**src/rtl/pe_cnt_rpt.sv**
```systemverilog
// Run-level reporter: brackets a run by sys_start/sys_done edges, drains, then
// snapshots pe_cnt and the run length into one report per run over valid/ready.
module pe_cnt_rpt #(
    parameter int unsigned CNT_W     = 32,
    parameter int unsigned CYC_W     = 40,
    parameter int unsigned DRAIN_CYC = 2
) (
    input  logic             clk,
    input  logic             rst_n,
    input  logic             sys_start,
    input  logic             sys_done,
    input  logic [CNT_W-1:0] pe_cnt,
    output logic             rpt_vld,
    input  logic             rpt_rdy,
    output logic [CNT_W-1:0] rpt_pe_cnt,
    output logic [CYC_W-1:0] rpt_cyc,
    output logic             rpt_ovf,
    output logic             rpt_late,
    output logic [7:0]       run_id,
    output logic             busy
);

    localparam int unsigned DCNT_W = 4;

    typedef enum logic [1:0] {
        IDLE   = 2'd0,
        RUN    = 2'd1,
        DRAIN  = 2'd2,
        REPORT = 2'd3
    } state_t;

    state_t             state;
    logic               start_q;
    logic               done_q;
    logic               start_e;
    logic               done_e;
    logic [CYC_W-1:0]   cyc;
    logic [CYC_W-1:0]   cyc_inc;
    logic               ovf;
    logic [DCNT_W-1:0]  dcnt;
    logic               pend;
    logic               late;

    // Edge qualifiers reset high so a level already asserted at reset release is not an edge.
    assign start_e = sys_start & ~start_q;
    assign done_e  = sys_done & ~done_q;
    assign cyc_inc = cyc + CYC_W'(1);

    always_ff @(posedge clk or negedge rst_n) begin
        if (!rst_n) begin
            state      <= IDLE;
            start_q    <= 1'b1;
            done_q     <= 1'b1;
            cyc        <= '0;
            ovf        <= 1'b0;
            dcnt       <= '0;
            pend       <= 1'b0;
            late       <= 1'b0;
            rpt_vld    <= 1'b0;
            rpt_pe_cnt <= '0;
            rpt_cyc    <= '0;
            rpt_ovf    <= 1'b0;
            rpt_late   <= 1'b0;
            run_id     <= '0;
            busy       <= 1'b0;
        end else begin
            start_q <= sys_start;
            done_q  <= sys_done;
            case (state)
                IDLE: begin
                    if (start_e) begin
                        state <= RUN;
                        busy  <= 1'b1;
                        cyc   <= '0;
                        ovf   <= 1'b0;
                    end
                end
                RUN: begin
                    if (start_e) begin
                        cyc <= '0;
                        ovf <= 1'b0;
                    end else begin
                        // Saturating run-length count; ovf latches once all-ones is reached.
                        if (cyc != {CYC_W{1'b1}}) begin
                            cyc <= cyc_inc;
                            if (cyc_inc == {CYC_W{1'b1}}) begin
                                ovf <= 1'b1;
                            end
                        end
                        if (done_e) begin
                            state <= DRAIN;
                            dcnt  <= DCNT_W'(DRAIN_CYC);
                        end
                    end
                end
                DRAIN: begin
                    if (start_e) begin
                        state <= RUN;
                        cyc   <= '0;
                        ovf   <= 1'b0;
                    end else begin
                        dcnt <= dcnt - DCNT_W'(1);
                        if (dcnt == DCNT_W'(1)) begin
                            rpt_pe_cnt <= pe_cnt;
                            rpt_cyc    <= cyc;
                            rpt_ovf    <= ovf;
                            rpt_late   <= late;
                            rpt_vld    <= 1'b1;
                            state      <= REPORT;
                        end
                    end
                end
                REPORT: begin
                    if (rpt_vld && rpt_rdy) begin
                        rpt_vld <= 1'b0;
                        run_id  <= run_id + 8'd1;
                        // A start seen on the handshake edge itself is treated as pending too.
                        if (pend || start_e) begin
                            state <= RUN;
                            cyc   <= '0;
                            ovf   <= 1'b0;
                            late  <= 1'b1;
                            pend  <= 1'b0;
                        end else begin
                            state <= IDLE;
                            busy  <= 1'b0;
                            late  <= 1'b0;
                        end
                    end else if (start_e) begin
                        pend <= 1'b1;
                    end
                end
                default: begin
                    state <= IDLE;
                    busy  <= 1'b0;
                end
            endcase
        end
    end

endmodule
```
**config.mk**
```make
export PLATFORM = sky130hd
export DESIGN_NAME = pe_cnt_rpt
export DESIGN_NICKNAME = d
export VERILOG_FILES = /design/src/rtl/pe_cnt_rpt.sv
export SDC_FILE = /design/constraint.sdc
export NUM_CORES = 1
export LEC_CHECK = 0
export ABC_AREA = 1
export BUFFER_PORTS_ARGS = -buffer_cell sky130_fd_sc_hd__buf_2
export CAP_MARGIN = 25
export CELL_PAD_IN_SITES_DETAIL_PLACEMENT = 0
export CELL_PAD_IN_SITES_GLOBAL_PLACEMENT = 1
export CORE_AREA = 2 2 128 130
export CTS_CLUSTER_DIAMETER = 30
export DETAILED_ROUTE_END_ITERATION = 12
export DIE_AREA = 0 0 130 132
export GPL_TIMING_DRIVEN = 0
export PLACE_DENSITY = 0.76
export SLEW_MARGIN = 20
export SYNTH_ARGS = -nofsm -noshare
export SYNTH_HDL_FRONTEND = slang
export SYNTH_SLANG_ARGS = --single-unit
```
**constraint.sdc**
```tcl
create_clock -name clk -period 2.3 [get_ports clk]
set_input_delay 0.46 -clock clk [delete_from_list [all_inputs] [get_ports clk]]
set_output_delay 0.46 -clock clk [all_outputs]
set_load 0.03 [all_outputs]
```
==> impl_metrics.json, run 1 <==
{
  "p_switching_mw": 3.18,
  "drive_above_1_share_pct": 25.3,
  "start_util_pct": 41.4,
  "status": "finished, final reports clean",
  "gp_congestion": 0.868,
  "drt-total-wl_mm": 17.3,
  "coreArea_um2": 15700,
  "setup_viol": 0,
  "cts.sinks": 135,
  "yosys_warnings": 0,
  "crit_chain": "ha_2 -> nand2_2 -> nor2_4 -> nand2_2 -> nor2_4 -> nand3_2 -> nor2_2 -> nor2_2 -> clkbuf_1 -> o22ai_1",
  "drv_cap": 0,
  "max-slew-margin-rel_pct": 56.9,
  "pre_cts_ws_ns": -0.0539,
  "ir_worst_vdd_mv": 0.545,
  "crit_path_start_kind": "flip-flop",
  "pwr-share-clk_pct": 32.7,
  "fin_skew_ns": 0.00753,
  "yosysMostFrequentCell": "nand2_1",
  "die_x_um": 130,
  "drc": 0,
  "hold_buffers": 0,
  "clock_latency_ns": 0.42,
  "wl_per_cell_um": 15.2,
  "power_density_nw_per_um2": 1080,
  "synth_ff_type": "dfrtp_1",
  "async_reset_ff_share_pct": 100,
  "diodes": 0,
  "synth_top_area_share_pct": 51.2,
  "dr.pass1.iters": 4,
  "p_int_mw": 5.52,
  "die_h_um": 132,
  "grt_pass1_wl_mm": 27.8,
  "htree_levels": 4,
  "first_iter_violations": 260,
  "r2r_slack_ns": 0.12,
  "setup_ws_ns": 0.118,
  "path_class": "flip-flop to flip-flop",
  "fin_area_um2": 8080,
  "finalHoldViolations": 0,
  "grt_overflow": 0,
  "seq_area_frac_synth_pct": 52.0,
  "critPathMaxStageDelay_ns": 0.51,
  "netlist-cell-type-count": 30,
  "synthTopCellsByCount": "nand2_1 (214), dfrtp_1 (133), nor2_1 (81)",
  "grt_pass1_vias": 5326,
  "synth.largest_area_cell": "dfrtp_1",
  "syn_area_per_cell_um2": 8.54,
  "holdWs_ns": 0.0348,
  "clockBufferDepth": 2,
  "num_rows": 46,
  "die-area_um2": 17200,
  "timing.fmax_mhz": 458,
  "ys_ff_latch": 135,
  "antenna_found_initial": 0,
  "p_sw_share_pct": 36.6,
  "track_usage_pct": 21.0,
  "clk_pin_slew_ns": 0.06,
  "cts_root_buf": "clkbuf_16",
  "synth_edf_count": 0,
  "cp_max_fo": 10,
  "area_growth_pct": 24.3,
  "synthesis.area_um2": 6500,
  "cts_buffers": 17,
  "ys_top_cells_by_area": "dfrtp_1 (51%), nand2_1 (12%), mux2_2 (5.9%)",
  "dp.final_hpwl_mm": 13.1,
  "period_share_pct": 94.9,
  "viasPerCell": 4.76,
  "arrival_ns": 2.46,
  "cts_tree": "built",
  "cp.buffers_inverters": 1,
  "worst_slew_pin_slew_ns": 0.647,
  "min_period_ns": 2.18,
  "vias": 5397,
  "p_comb_share_pct": 30.9,
  "crit_family": "simple AND/OR/NAND/NOR gates",
  "postRouteAntennaNets": 0,
  "cpMaxStageDelayCell": "clkbuf_1",
  "placed_cell_area_um2": 7410,
  "synth_nets": 803,
  "cp-end-kind": "flip-flop",
  "hp-class": "primary input to async pin",
  "cp_data_required_time_ns": 2.57,
  "port_buffers": 120,
  "synthCells": 761,
  "seq_power_share_pct": 36.4,
  "leakage_nw": 3.86,
  "drv_slew": 0,
  "io_pins": 121,
  "rsz0062_at_grt": "yes",
  "grt_max_degree": 83,
  "nNetsFinal": 947
}
==> flip-flops by register name, indices dropped and copies added (netlist names) <==
name and cells:
busy 1, ovf 1, rpt_pe_cnt 32, start_q 1, run_id 8, rpt_cyc 40
pend 1, cyc 40, dcnt 4, rpt_vld 1, rpt_late 1, late 1
done_q 1, rpt_ovf 1, state 2
==> final timing paths <==
check                                    start                   endpoint  cells past startpoint
max                         cyc[0]$_DFFE_PN0P_        cyc[30]$_DFFE_PN0P_                     10
min                                      rst_n           busy$_DFFE_PN0P_                      1
max reg2reg                 cyc[0]$_DFFE_PN0P_        cyc[30]$_DFFE_PN0P_                     10
min reg2reg                dcnt[3]$_DFFE_PN0P_        dcnt[3]$_DFFE_PN0P_                      1
max in group asynchronous                rst_n  rpt_pe_cnt[7]$_DFFE_PN0P_                      2
min in group clk                     sys_start          start_q$_DFF_PN1_                      1
==> routing by layer <==
metal	global-route usage (%)	wire (µm)	up-vias
li1	-	-	2746
met3	5.07	950	20
met5	0	0	-
met4	7.53	324	0
met2	32.0	7620	147
met1	29.0	8380	2484
==> cell type report <==
type                            instances  area [µm²]
Clock inverter                         10         143
Buffer                                 19        97.6
Fill cell                            1542        7630
Tap cell                              216         270
Timing Repair Buffer                  125         668
Sequential cell                       135        3380
Clock buffer                           22         474
Multi-Input combinational cell        526        2750
Inverter                               81         304
==> power groups by stage <==
stage               Combinational [mW]  Sequential (mW)  Clock [mW]
global placement                  2.67             3.19           0
finish                            2.69             3.17        2.84
detailed placement                2.68             3.21           0
CTS                               2.69             3.17        2.90
global route                      2.92             3.23        3.00
floorplan                        0.979             4.03           0
==> cells in the final DEF (no fill, tap or decap), drive strengths merged, types with 5 or more instances in the layout <==
cell type	instances
nor2	93
ha	5
inv	83
nand3	37
dfrtp	133
nand4	10
xor2	17
clkbuf	30
a21oi	8
o21ai	72
nor3	5
nand2	220
buf	136
o22ai	19
mux2	34
==> kinds of logic (layout without fill, tap and decap cells) <==
logic type | after synthesis | in the layout | share of synthesized area [%]
AO/OA/AOI/OAI | 101 | 101 | 8.29
XOR/XNOR | 19 | 19 | 2.56
adder cells (fa/ha/maj) | 5 | 5 | 0.962
buffers and inverters | 100 | 257 | 6.18
flip-flops | 135 | 135 | 52.0
multiplexers | 34 | 34 | 5.89
AND/OR/NAND/NOR | 367 | 367 | 24.1
==> timing repair <==
item                       4_1_cts  5_1_grt
buffers inserted                 0        4
resized for setup                0        9
setup endpoints to repair        0       81
==> metrics by stage <==
stage / util [%] / power [mW] / cells / TNS [ns]
3_3_place_gp: 46.9 / 5.85 / 1097 / -154.76
2_1_floorplan: - / 5.01 / 761 / 0
6_report: 51.4 / 8.70 / 1134 / 0
5_1_grt: 51.4 / 9.15 / 1134 / -0.00364
3_5_place_dp: 47.2 / 5.90 / 1098 / -0.732
4_1_cts: 51.1 / 8.76 / 1130 / 0
(Power assumes the default switching activity.)
==> run 2, diff against run 1 <==
- BUFFER_PORTS_ARGS: -buffer_cell sky130_fd_sc_hd__buf_2 -> -buffer_cell sky130_fd_sc_hd__buf_4
==> run 2 against run 1 <==
Compared with the run above: die area is the same; sequential cell count unchanged; clock skew about the same; fmax down 0.22%; critical path depth grew 3; worst setup slack got worse by 0.0048 ns; utilization increased by 2.0 points; combinational power rose by 11%; power is 2.5% higher; cell count is 0.18% higher; global-route usage grew 0.14 points; clock power decreased by 4%; largest power group unchanged; highest routed layer unchanged.
==> impl_metrics.json, run 2 (synthesized netlist as in run 1, its figures left out) <==
{
  "ir_worst_vdd_mv": 0.539,
  "drive_above_1_share_pct": 25.4,
  "start_util_pct": 41.4,
  "setup_viol": 0,
  "timing.fmax_mhz": 457,
  "grt.busiest_layer": "met2",
  "die-area_um2": 17200,
  "grt_overflow": 0,
  "clock_latency_ns": 0.41,
  "pre_cts_ws_ns": -0.0790,
  "period_share_pct": 95.1,
  "setup_ws_ns": 0.113,
  "area_growth_pct": 29.1,
  "clockBufferDepth": 2,
  "diodes": 0,
  "cp-end-kind": "flip-flop",
  "nNetsFinal": 949,
  "cts.sinks": 135,
  "status": "finished, final reports clean",
  "fin_skew_ns": 0.00719,
  "die_h_um": 132,
  "dp.final_hpwl_mm": 13.5,
  "leakage_nw": 3.92,
  "io_pins": 121,
  "finalHoldViolations": 0,
  "die_x_um": 130,
  "num_rows": 46,
  "fill_cells": 1493,
  "track_usage_pct": 21.1,
  "first_iter_violations": 385,
  "htree_levels": 4,
  "clk_pin_slew_ns": 0.06,
  "grt_pass1_wl_mm": 28.1,
  "coreArea_um2": 15700,
  "viasPerCell": 4.95,
  "min_period_ns": 2.19,
  "vias": 5618,
  "port_buffers": 120,
  "max-slew-margin-rel_pct": 64.7,
  "drt-total-wl_mm": 17.7,
  "postRouteAntennaNets": 0,
  "arrival_ns": 2.53,
  "drc": 0,
  "grt_max_degree": 98,
  "use_met1_pct": 29.1,
  "drv_cap": 0,
  "drv_slew": 0,
  "dr.pass1.iters": 5,
  "reg_top3": "cyc (40), rpt_cyc (40), rpt_pe_cnt (32)",
  "antenna_found_initial": 0,
  "cp_max_fo": 6,
  "worst_slew_pin_slew_ns": 0.530,
  "placed_cell_area_um2": 7710,
  "fin_area_um2": 8390,
  "rsz0062_at_grt": "yes",
  "grt_pass1_vias": 5422,
  "cts_buffers": 17,
  "crit_path_start_kind": "flip-flop",
  "met2_usage_pct": 33.3,
  "final_common_cell": "nand2_1",
  "path_class": "flip-flop to flip-flop",
  "power_density_nw_per_um2": 1060,
  "cts_root_buf": "clkbuf_16",
  "cts_tree": "built",
  "hp-class": "primary input to flip-flop",
  "post-route-util_pct": 53.4,
  "cp_data_required_time_ns": 2.64,
  "grtUsageMet3_pct": 5.36,
  "mostFrequentLayoutCells": "nand2_1 (212), dfrtp_1 (132), buf_4 (124)",
  "fin_setup_tns_ns": 0,
  "wl_per_cell_um": 15.6,
  "gp_congestion": 0.906
}
==> run 2: changes by cell type in the layout (fill, tap and decap cells not counted), sizes merged <==
cell	before	now
clkbuf	30	28
clkinv	1	6
clkinvlp	4	1
dlygate4sd3	0	1
buf	136	137
==> run 2: power breakdown <==
part | internal [mW] | switching, mW
clock | 1.71 | 1.03
sequential | 2.89 | 0.313
combinational | 1.10 | 1.88
total | 5.70 | 3.22
==> run 2: critical path, stage by stage (launching register included) <==
cell and delay, ns:
dfrtp_2 0.42, ha_4 0.17, nand2_2 0.07, nor2_4 0.19, nand2_2 0.11, nor2_4 0.23
nand2_1 0.14, xor2_1 0.21, nand2_1 0.07, nor2_1 0.10, nand2_1 0.10, nor2_1 0.13
nand2_1 0.07, a21oi_2 0.10
==> run 2: what timing repair did <==
action / 4_1_cts / 5_1_grt
gates resized for setup: 0 / 15
hold buffers: 1 / 0
endpoints found under the hold margin: 37 / 0
setup buffers: 0 / 5
setup endpoints to repair: 1 / 76
pin swaps: 1 / 8
==> run 2: layout make-up <==
class | instances | area [µm²] | area share (%)
Inverter | 81 | 304 | 3.62
Tap cell | 216 | 270 | 3.22
Clock buffer | 20 | 437 | 5.20
Multi-Input combinational cell | 526 | 2760 | 32.9
Clock inverter | 12 | 153 | 1.82
Buffer | 19 | 100 | 1.19
Timing Repair Buffer | 127 | 983 | 11.7
Sequential cell | 135 | 3380 | 40.3
==> run 2: path summary, 6_finish.rpt <==
kind	start	end	slack, ns	cells past startpoint
max in group asynchronous	rst_n	cyc[1]$_DFFE_PN0P_	1.00	3
worst min register to register	run_id[7]$_DFFE_PN0P_	run_id[7]$_DFFE_PN0P_	0.47	1
worst max-delay path	cyc[1]$_DFFE_PN0P_	ovf$_DFFE_PN0P_	0.11	13
worst max register to register	cyc[1]$_DFFE_PN0P_	ovf$_DFFE_PN0P_	0.11	13
worst min-delay path	sys_start	start_q$_DFF_PN1_	0.16	1
min in group asynchronous	rst_n	dcnt[3]$_DFFE_PN0P_	0.51	2
==> run 2: metal layers <==
| metal | vias up | routed length (µm) |
|---|---|---|
| met5 | - | 0 |
| met4 | 0 | 197 |
| met3 | 13 | 1120 |
| met2 | 172 | 8150 |
| met1 | 2680 | 8260 |
| li1 | 2753 | - |
==> run 2: per-stage QoR <==
| stage | hold slack (ns) | std cells | power [mW] |
|---|---|---|---|
| 2_1_floorplan | 0.164 | 761 | 5.01 |
| 3_3_place_gp | 0.449 | 1097 | 6.12 |
| 3_5_place_dp | 0.358 | 1098 | 6.20 |
| 4_1_cts | 0.144 | 1131 | 8.96 |
| 5_1_grt | 0.137 | 1136 | 9.38 |
| 6_report | 0.161 | 1136 | 8.92 |
